File: config.mk
export PLATFORM = sky130hd
export DESIGN_NAME = exec_cond_stage
export DESIGN_NICKNAME = d
export VERILOG_FILES = /design/src/rtl/exec_cond_stage.sv
export SDC_FILE = /design/constraint.sdc
export NUM_CORES = 1
export LEC_CHECK = 0
export CAP_MARGIN = 20
export CORE_UTILIZATION = 40
export DETAILED_ROUTE_END_ITERATION = 8
export PLACE_DENSITY = 0.91
export SLEW_MARGIN = 20
export SYNTH_ARGS = -nofsm -noshare
export SYNTH_HDL_FRONTEND = slang
export SYNTH_SLANG_ARGS = --single-unit
File: constraint.sdc
create_clock -name CLK -period 2.6 [get_ports CLK]
set_input_delay 0.26 -clock CLK [delete_from_list [all_inputs] [get_ports CLK]]
set_output_delay 0.26 -clock CLK [all_outputs]
set_load 0.05 [all_outputs]
File: src/rtl/exec_cond_stage.sv
`default_nettype none
// ============================================================================
// exec_cond_stage : ARM condition check, NZCV update, execute/memory register
// Revision 1.0
// ============================================================================
module exec_cond_stage #(
  parameter int BITS = 32
) (
  input  logic            CLK,
  input  logic            RST_N,
  input  logic [3:0]      CondE,
  input  logic [1:0]      FlagWriteE,
  input  logic [3:0]      ALUFlags,
  input  logic            PCSrcE,
  input  logic            RegWriteE,
  input  logic            MemtoRegE,
  input  logic            MemWriteE,
  input  logic            BranchE,
  input  logic            NoWriteE,
  input  logic [3:0]      WA3E,
  input  logic [BITS-1:0] ALUResultE,
  input  logic [BITS-1:0] WriteDataE,
  input  logic            STALL,
  input  logic            FLUSH,
  output logic [3:0]      Flags,
  output logic            CondExE,
  output logic            BranchTakenE,
  output logic            PCSrcM,
  output logic            RegWriteM,
  output logic            MemtoRegM,
  output logic            MemWriteM,
  output logic [3:0]      WA3M,
  output logic [BITS-1:0] ALUResultM,
  output logic [BITS-1:0] WriteDataM
);

  logic [3:0]      flags_q, flags_d;
  logic            pcsrc_q, pcsrc_d;
  logic            regwrite_q, regwrite_d;
  logic            memtoreg_q, memtoreg_d;
  logic            memwrite_q, memwrite_d;
  logic [3:0]      wa3_q, wa3_d;
  logic [BITS-1:0] result_q, result_d;
  logic [BITS-1:0] wdata_q, wdata_d;

  logic w_n, w_z, w_c, w_v, w_cond;

  assign {w_n, w_z, w_c, w_v} = flags_q;

  always_comb begin
    w_cond = 1'b1;
    case (CondE)
      4'd0:    w_cond = w_z;
      4'd1:    w_cond = ~w_z;
      4'd2:    w_cond = w_c;
      4'd3:    w_cond = ~w_c;
      4'd4:    w_cond = w_n;
      4'd5:    w_cond = ~w_n;
      4'd6:    w_cond = w_v;
      4'd7:    w_cond = ~w_v;
      4'd8:    w_cond = w_c & ~w_z;
      4'd9:    w_cond = ~w_c | w_z;
      4'd10:   w_cond = (w_n == w_v);
      4'd11:   w_cond = (w_n != w_v);
      4'd12:   w_cond = ~w_z & (w_n == w_v);
      4'd13:   w_cond = w_z | (w_n != w_v);
      default: w_cond = 1'b1;
    endcase
  end

  assign CondExE      = w_cond;
  assign BranchTakenE = BranchE & w_cond;

  // FLUSH inserts a bubble and blocks flag writes; STALL freezes everything.
  always_comb begin
    flags_d    = flags_q;
    pcsrc_d    = pcsrc_q;
    regwrite_d = regwrite_q;
    memtoreg_d = memtoreg_q;
    memwrite_d = memwrite_q;
    wa3_d      = wa3_q;
    result_d   = result_q;
    wdata_d    = wdata_q;
    if (FLUSH) begin
      pcsrc_d    = 1'b0;
      regwrite_d = 1'b0;
      memtoreg_d = 1'b0;
      memwrite_d = 1'b0;
      wa3_d      = '0;
      result_d   = '0;
      wdata_d    = '0;
    end else if (!STALL) begin
      pcsrc_d    = PCSrcE & w_cond;
      regwrite_d = RegWriteE & w_cond & ~NoWriteE;
      memtoreg_d = MemtoRegE;
      memwrite_d = MemWriteE & w_cond;
      wa3_d      = WA3E;
      result_d   = ALUResultE;
      wdata_d    = WriteDataE;
      if (FlagWriteE[1] && w_cond) flags_d[3:2] = ALUFlags[3:2];
      if (FlagWriteE[0] && w_cond) flags_d[1:0] = ALUFlags[1:0];
    end
  end

  always_ff @(posedge CLK or negedge RST_N) begin
    if (!RST_N) begin
      flags_q    <= '0;
      pcsrc_q    <= 1'b0;
      regwrite_q <= 1'b0;
      memtoreg_q <= 1'b0;
      memwrite_q <= 1'b0;
      wa3_q      <= '0;
      result_q   <= '0;
      wdata_q    <= '0;
    end else begin
      flags_q    <= flags_d;
      pcsrc_q    <= pcsrc_d;
      regwrite_q <= regwrite_d;
      memtoreg_q <= memtoreg_d;
      memwrite_q <= memwrite_d;
      wa3_q      <= wa3_d;
      result_q   <= result_d;
      wdata_q    <= wdata_d;
    end
  end

  assign Flags      = flags_q;
  assign PCSrcM     = pcsrc_q;
  assign RegWriteM  = regwrite_q;
  assign MemtoRegM  = memtoreg_q;
  assign MemWriteM  = memwrite_q;
  assign WA3M       = wa3_q;
  assign ALUResultM = result_q;
  assign WriteDataM = wdata_q;

endmodule
`default_nettype wire

# After elaboration in Yosys (flattened, before gate mapping)
# Index checks and enable logic that the tools add are counted.
op_classes:
  div_mod_pow: 0
  bitwise: 16
  multipliers: 0
  n_shift: 0
  add_sub_neg: 0
  n_mux: 15
  n_reduce_logical: 5
  eq_ne: 16
  order_cmp: 0
ops:
  columns: ["op", "n"]
  rows:
  - ["$mux W32", 4]
  - ["$eq A4 B4 Y1 const B", 6]
  - ["$eq A4 B3 Y1 const B", 4]
  - ["$pmux W1 S14", 1]
  - ["$eq A4 B2 Y1 const B", 2]
  - ["$mux W1", 8]
  - ["$mux W4", 2]
  - ["$and A1 B1 Y1", 7]
  - ["$not A1 Y1", 7]
  - ["$reduce_and A3 Y1", 2]
  - ["$eq A4 B1 Y1 const B", 1]
  - ["$logic_not A4 Y1", 1]
  - ["$logic_and A1 B1 Y1", 2]
  - ["$ne A2 B1 Y1 const B", 1]
  - ["$or A1 B1 Y1", 2]
  - ["$eq A1 B1 Y1", 1]
  - ["$ne A1 B1 Y1", 1]
totals:
  regBits: 76
  mem_bits_rw: 0
  latchBits: 0
  wordCells: 61
  memories: 0
  romBits: 0

# Longest topological paths before layout
# Gate-level depths: netlist (run 1).
depth:
  depth_word: 7
  ltp_mapped: 6
  depth_no_buf: 6

# Least setup slack after synthesis (run 1)
# Ideal clock, no wire load.
synth_timing:
  path_kind: "reg2out"
  startpoint: "register flags_q[3], in the netlist Flags[3]"
  endpoint: "output BranchTakenE"
  stages_incl_launch_ff: 6
  required_ns: 2.340
  slack_ns: 0.106
  t_arrival_ns: 2.234
  path_cell_list: "dfrtp_1 > xnor2_1 > mux2_4 > o311a_4 > o21ai_4 > and2_2"
synth_via:
  elab_chain_len: 4
  elab_cells_between_ends: 7
  classes_between: "eq/ne (2); mux (1); bitwise (4)"
synth_rtl:
  columns: ["element", "line", "rtl"]
  rows:
  - ["from (decl)", "37", "logic [3:0] flags_q, flags_d;"]
  - ["from (signal assigned)", "116", "flags_q <= flags_d;"]
  - ["$ne A1 B1 Y1 / $eq A1 B1 Y1 (equally long branches)", null, null]
  - ["$or A1 B1 Y1 / $and A1 B1 Y1 (equally long branches)", "66, 65", null]
  - ["$pmux W1 S14 *", "52", "case (CondE)"]
  - ["net CondExE", "26", "output logic CondExE,"]
  - ["$and A1 B1 Y1 *", "72", "assign BranchTakenE = BranchE & w_cond;"]
  - ["to (decl)", "27", "output logic BranchTakenE,"]
# Mark *: on every way through the listed nets, which the timed path passes. The rest lies on a longest branch.

# Worst setup path after layout (run 1)
layout_timing:
  startpoint: "input CondE[2]"
  endpoint: "output BranchTakenE"
layout_via:
  elab_chain_len: 3
  elab_cells_between_ends: 16
  classes_between: "eq/ne (13); mux (1); bitwise (1); reduce/logical (1)"
layout_rtl:
  columns: ["element", "line", "rtl"]
  rows:
  - ["from (decl)", "11", "input logic [3:0] CondE,"]
  - ["$eq A4 B4 Y1, or another cell as far along", "52", null]
  - ["$pmux W1 S14 *", "52", null]
  - ["$and A1 B1 Y1 *", "72", null]
# Mark *: on every way between the ends. The rest lies on a longest branch, timed or not.

==> flow_metrics.tcl, run 1 <==
set metrics [dict create \
    status "finished, final reports clean" \
    synthSimpleGateAreaFrac_pct 11.0 \
    min_path_type "in2async" \
    first_pass_iters 4 \
    vias 2611 \
    cp-endpoint "BranchTakenE" \
    synth_cells 266 \
    r2r_cells 6 \
    syn_nets 354 \
    synth-compound-area-share_pct 3.18 \
    ant_nets 0 \
    clock_path_buffers 2 \
    gp_congestion 0.878 \
    worstPathMaxFanout 7 \
    wl_per_cell_um 14.9 \
    fmax_mhz 395 \
    core_sq_mm 0.00777 \
    drc 0 \
    grt_pass1_wl_um 12900 \
    cp.required_ns 2.34 \
    drv_slew 0 \
    ctsHoldBuffers 0 \
    synthTopCellsByArea "dfrtp_1, mux2i_1, nor2_1, mux2_1, clkbuf_1" \
    post-route-util_pct 67.0 \
    initial_core_util_pct 41.5 \
    rrSetupSlack_ns 0.52 \
    syn_area_per_cell_sq_um 12.1 \
    peakVddDrop_v 0.000329 \
    crit_path_start "CondE[2]" \
    place_ws_ns -0.00307 \
    grt_antenna_before_repair 0 \
    grt_pass1_vias 2576 \
    diodes 0 \
    cellPowerDensity_mw_per_mm2 636 \
    die-area_sq_mm 0.00843 \
    clk_latency_ns 0.32 \
    r2r_start "Flags[3]" \
    yosysTopAreaCell "dfrtp_1" \
    dpl.hpwl_um 5740 \
    synth_top_family_by_area "multiplexers" \
    setup_slack_ns 0.0668 \
    startpoint_type "input pin" \
    die_y_um 91.8 \
    gr-usage-all-layers_pct 19.4 \
    syn_area_sq_mm 0.00323 \
    cap_violations 0 \
    grt_max_degree 77 \
    postCtsSetupBuffers 0 \
    totalWireLength_um 8000 \
    drive_gt1_share_pct 7.83 \
    synth-xor-area-share_pct 0.271 \
    clock_skew_ns 0.00506 \
    synth_seq_cells 76 \
    synth_top_cell_area_share_pct 58.9 \
    stdcell_area_sq_mm 0.00521 \
    cts_tree "built" \
    viasPerCell 4.87 \
    placed_area_sq_mm 0.00497 \
    critPathKind "in2out" \
    ys_types 28 \
    end_kind "output port" \
    min_period_ns 2.53 \
    hold_ws_ns 0.0821 \
    tightest_slew_ns 0.938 \
    drt_iter0_drc 71 \
    die_w_um 91.8 \
    n_fill_cell 593 \
    numCtsBuffers 9 \
    ios 166 \
    cts-root-buf "clkbuf_8" \
    rows 32 \
    timing.slew.headroom_pct 37.5 \
    nNetsFinal 517 \
    h-tree-depth 3 \
    synthAdderAreaFrac_pct 0 \
    io_buffer_count 165 \
    fin_crit_sh_pct 97.4 \
    synthMuxAreaShare_pct 24.3 \
    hold_viol_final 0 \
    ys_seq_area_share_pct 58.9 \
    gr-total-overflow 0 \
    yosys_warnings 0 \
    power.leakage_uw 0.00240 \
    r2r-end "Flags[3]" \
    setup_viol 0 \
    cts_sinks 76 \
    syn2layout_area_growth_pct 61.3 \
    arrival_ns 2.27 \
    clk_pin_slew_ns 0.07 \
]
==> per-stage QoR <==
| step | instances | TNS [ns] | total power (uW) |
|---|---|---|---|
| 6_report | 536 | 0 | 3310 |
| 3_3_place_gp | 520 | 0 | 2320 |
| 5_1_grt | 536 | -0.000192 | 3450 |
| 4_1_cts | 536 | 0 | 3340 |
| 2_1_floorplan | 266 | 0 | 1920 |
| 3_5_place_dp | 520 | -0.00307 | 2350 |
==> layout make-up <==
cell class / count / area, sq um / share of cell area [%]
clock buffers: 11 / 141 / 2.72
well taps: 102 / 128 / 2.45
flip-flops and latches: 76 / 1900 / 36.5
clock inverters: 5 / 85.1 / 1.63
repair buffers: 168 / 1680 / 32.3
multi-input cells: 173 / 1260 / 24.2
inverters: 1 / 3.75 / 0.0721
==> cells in the final DEF (no fill, tap or decap) <==
master	n
a311oi_4	1
clkbuf_1	1
inv_1	1
clkbuf_8	10
clkinv_4	2
bufinv_16	2
xnor2_1	1
dfrtp_1	76
nor2_1	72
clkinvlp_4	1
a21oi_1	2
nand2b_1	1
or2_2	1
buf_2	1
nor2b_1	1
mux2_2	1
nand4b_1	1
nand3b_1	2
and2_2	1
a21o_2	1
mux2i_1	69
clkdlybuf4s50_1	160
buf_12	2
o311a_4	1
o211ai_1	1
mux2_4	1
o22a_1	1
nand3_2	2
mux2_1	6
o21ai_4	1
buf_4	5
a22o_2	1
o21ai_1	1
nand2_1	4
==> report_power, final <==
group          internal [uW]  switching (uW)  leakage [uW]
clock                    571             414      0.000110
sequential              1270            63.8       0.00100
combinational            421             575       0.00129
total                   2260            1050       0.00240
==> synth_stat cells <==
master    count
o21ai_1       1
nand2_1       4
and2_2        1
nand2b_1      1
mux2i_1      69
a21o_2        1
mux2_4        1
a21oi_1       2
nand4b_1      1
o211ai_1      1
nor2_1       72
clkbuf_8      1
o311a_4       1
dfrtp_1      76
a22o_2        1
nand3_2       2
o21ai_4       1
clkbuf_1      9
mux2_2        1
or2_2         1
mux2_1        6
a311oi_2      1
inv_1         1
buf_1         6
nand3b_1      2
o22a_1        1
xnor2_1       1
nor2b_1       1
==> state kept, by name (all words and copies together), names as in the netlist <==
register and count:
MemtoRegM 1, WA3M 4, RegWriteM 1, PCSrcM 1, MemWriteM 1, ALUResultM 32
WriteDataM 32, Flags 4
==> kinds of logic after synthesis <==
logic type | count (synthesis)
xor gates and xnor gates | 1
AOI/OAI and AO/OA | 10
muxes | 77
and+or+nand+nor | 85
DFF | 76
buffers and inverters | 17
==> worst min path at each step <==
stage | to | slack (ns) | cells after the start
2_1_floorplan | ALUResultM[0] | -0.04 | 0
3_3_place_gp | WriteDataM[17] | 0.46 | 1
3_5_place_dp | WriteDataM[17] | 0.46 | 1
4_1_cts | WriteDataM[17] | 0.10 | 1
5_1_grt | WriteDataM[17] | 0.15 | 1
6_report | WriteDataM[17] | 0.08 | 1
==> worst max-delay path: stages <==
cell and delay (ns):
clkdlybuf4s50_1 0.57, mux2_1 0.38, a22o_2 0.27, a311oi_4 0.26
o21ai_4 0.14, and2_2 0.21, buf_4 0.18
==> metal layers <==
metal,track usage [%],wire [um],vias to the layer above
met5,0,0,-
li1,-,-,1221
met1,23.5,3230,1266
met4,7.42,158,0
met3,4.73,551,15
met2,33.5,4060,109
==> repair_timing <==
action	in CTS	in global routing
endpoints found under the setup margin	1	1
endpoints found under the hold margin	0	0
gates resized for setup	0	1
pin swaps	1	0
No activity file was read; power rests on OpenSTA's default activity.
==> run 2: changes to the inputs <==
- PLACE_DENSITY: 0.91 -> 0.81
==> flow_metrics.tcl, run 2 (synthesis results as in run 1) <==
set metrics [dict create \
    grt_pass1_wl_um 13200 \
    worstPathMaxFanout 5 \
    cellPowerDensity_mw_per_mm2 609 \
    critPathKind "reg2out" \
    end_kind "output port" \
    die_y_um 91.8 \
    ant_nets 0 \
    clock_skew_ns 0.00274 \
    r2r_start "Flags[3]" \
    grt_antenna_before_repair 0 \
    initial_core_util_pct 41.5 \
    viasPerCell 4.76 \
    dpl.hpwl_um 5610 \
    min_path_type "in2async" \
    startpoint_type "register" \
    fin_crit_sh_pct 94.0 \
    clk_pin_slew_ns 0.07 \
    timing.slew.headroom_pct 36.4 \
    multi_input_area_sq_mm 0.00126 \
    vias 2552 \
    rows 32 \
    cp_num_buf_inv 1 \
    die_w_um 91.8 \
    grt_pass1_vias 2736 \
    cap_violations 0 \
    post-route-util_pct 66.6 \
    totalWireLength_um 7910 \
    cts_tree "built" \
    gr-total-overflow 0 \
    grt_max_degree 77 \
    hold_ws_ns 0.0586 \
    numCtsBuffers 9 \
    n_fill_cell 614 \
    stdcell_area_sq_mm 0.00517 \
    setup_tns_ns 0 \
    peakVddDrop_v 0.000285 \
    setup_viol 0 \
    h-tree-depth 3 \
    cp.required_ns 2.34 \
    io_buffer_count 165 \
    arrival_ns 2.18 \
    die-area_sq_mm 0.00843 \
    fmax_mhz 409 \
    drv_slew 0 \
    nNetsFinal 517 \
    min_period_ns 2.44 \
    cpPeakStageDelay_ns 0.42 \
    rsz0062_at_grt "no" \
    crit_path_start "Flags[3]" \
    syn2layout_area_growth_pct 60.2 \
    ios 166 \
    mostFrequentLayoutCells "clkdlybuf4s50_1, dfrtp_1, nor2_1, mux2i_1, clkbuf_8" \
    worst-path-stages 6 \
    status "finished, final reports clean" \
    path_delay_family "flip-flops" \
    hold_viol_final 0 \
    wl_per_cell_um 14.8 \
    r2r_cells 6 \
    gr-usage-all-layers_pct 19.7 \
    tightest_slew_ns 0.954 \
    postCtsSetupBuffers 0 \
    gp_congestion 0.715 \
    cts-root-buf "clkbuf_8" \
    power.leakage_uw 0.00239 \
    drive_gt1_share_pct 8.06 \
    clk_latency_ns 0.33 \
    cts_sinks 76 \
    placed_area_sq_mm 0.00497 \
    drc 0 \
    core_sq_mm 0.00777 \
    regArea_sq_mm 0.00190 \
    first_pass_iters 6 \
    clock_path_buffers 2 \
    final_common_cell "clkdlybuf4s50_1" \
    path_cells "xnor2_1 > mux2_2 > o211ai_1 > o21ai_4 > and2_2 > buf_4" \
    crit_slowest_cell "dfrtp_1" \
    drt_iter0_drc 60 \
    diodes 0 \
]
run 2: cell count changes in the layout (fill, tap and decap cells not counted), sizes merged:
| cell | delta |
|---|---|
| bufinv | -2 |
| clkdlybuf4s50 | -1 |
| clkinvlp | +2 |
| dlymetal6s2s | +1 |
run 2: layout make-up:
type	count	area share, %
clock inverters	5	0.702
inverters	1	0.0726
clock buffers	11	2.93
repair buffers	168	32.6
flip-flops and latches	76	36.8
well taps	102	2.47
multi-input cells	173	24.4
run 2: what timing repair did:
item,in CTS,in global routing
setup endpoints to repair,0,1
hold buffers,0,0
gates resized for setup,0,2
run 2: per-stage QoR:
step / std cells / setup WS, ns / power, uW
after floorplan: 266 / 0.106 / 1920
after global placement: 520 / 0.0980 / 2320
after detailed placement: 520 / 0.0396 / 2350
after CTS: 536 / 0.0340 / 3190
after global routing: 536 / 0.0625 / 3300
final: 536 / 0.157 / 3150
run 2: per-layer routing:
metal	vias to the layer above	track usage [%]	part of all wire [%]
met3	13	4.81	7.1
li1	1218	-	-
met5	-	0	0
met1	1223	23.5	41
met2	98	34.8	51
met4	0	6.51	1.7
run 2: path summary, 6_finish.rpt:
| path | endpoint | slack, ns |
|---|---|---|
| setup / recovery | BranchTakenE | 0.16 |
| hold / removal | MemWriteM | 0.06 |
| setup reg to reg | Flags[1] | 0.59 |
| hold reg to reg | WriteDataM[20] | 0.52 |
| max in group asynchronous | Flags[1] | 1.91 |
| min in group CLK | WriteDataM[27] | 0.15 |
run 2: power breakdown:
| part | internal, uW | switching, uW |
|---|---|---|
| logic | 421 | 575 |
| registers | 1270 | 59.9 |
| clock network | 399 | 429 |
| total | 2090 | 1060 |
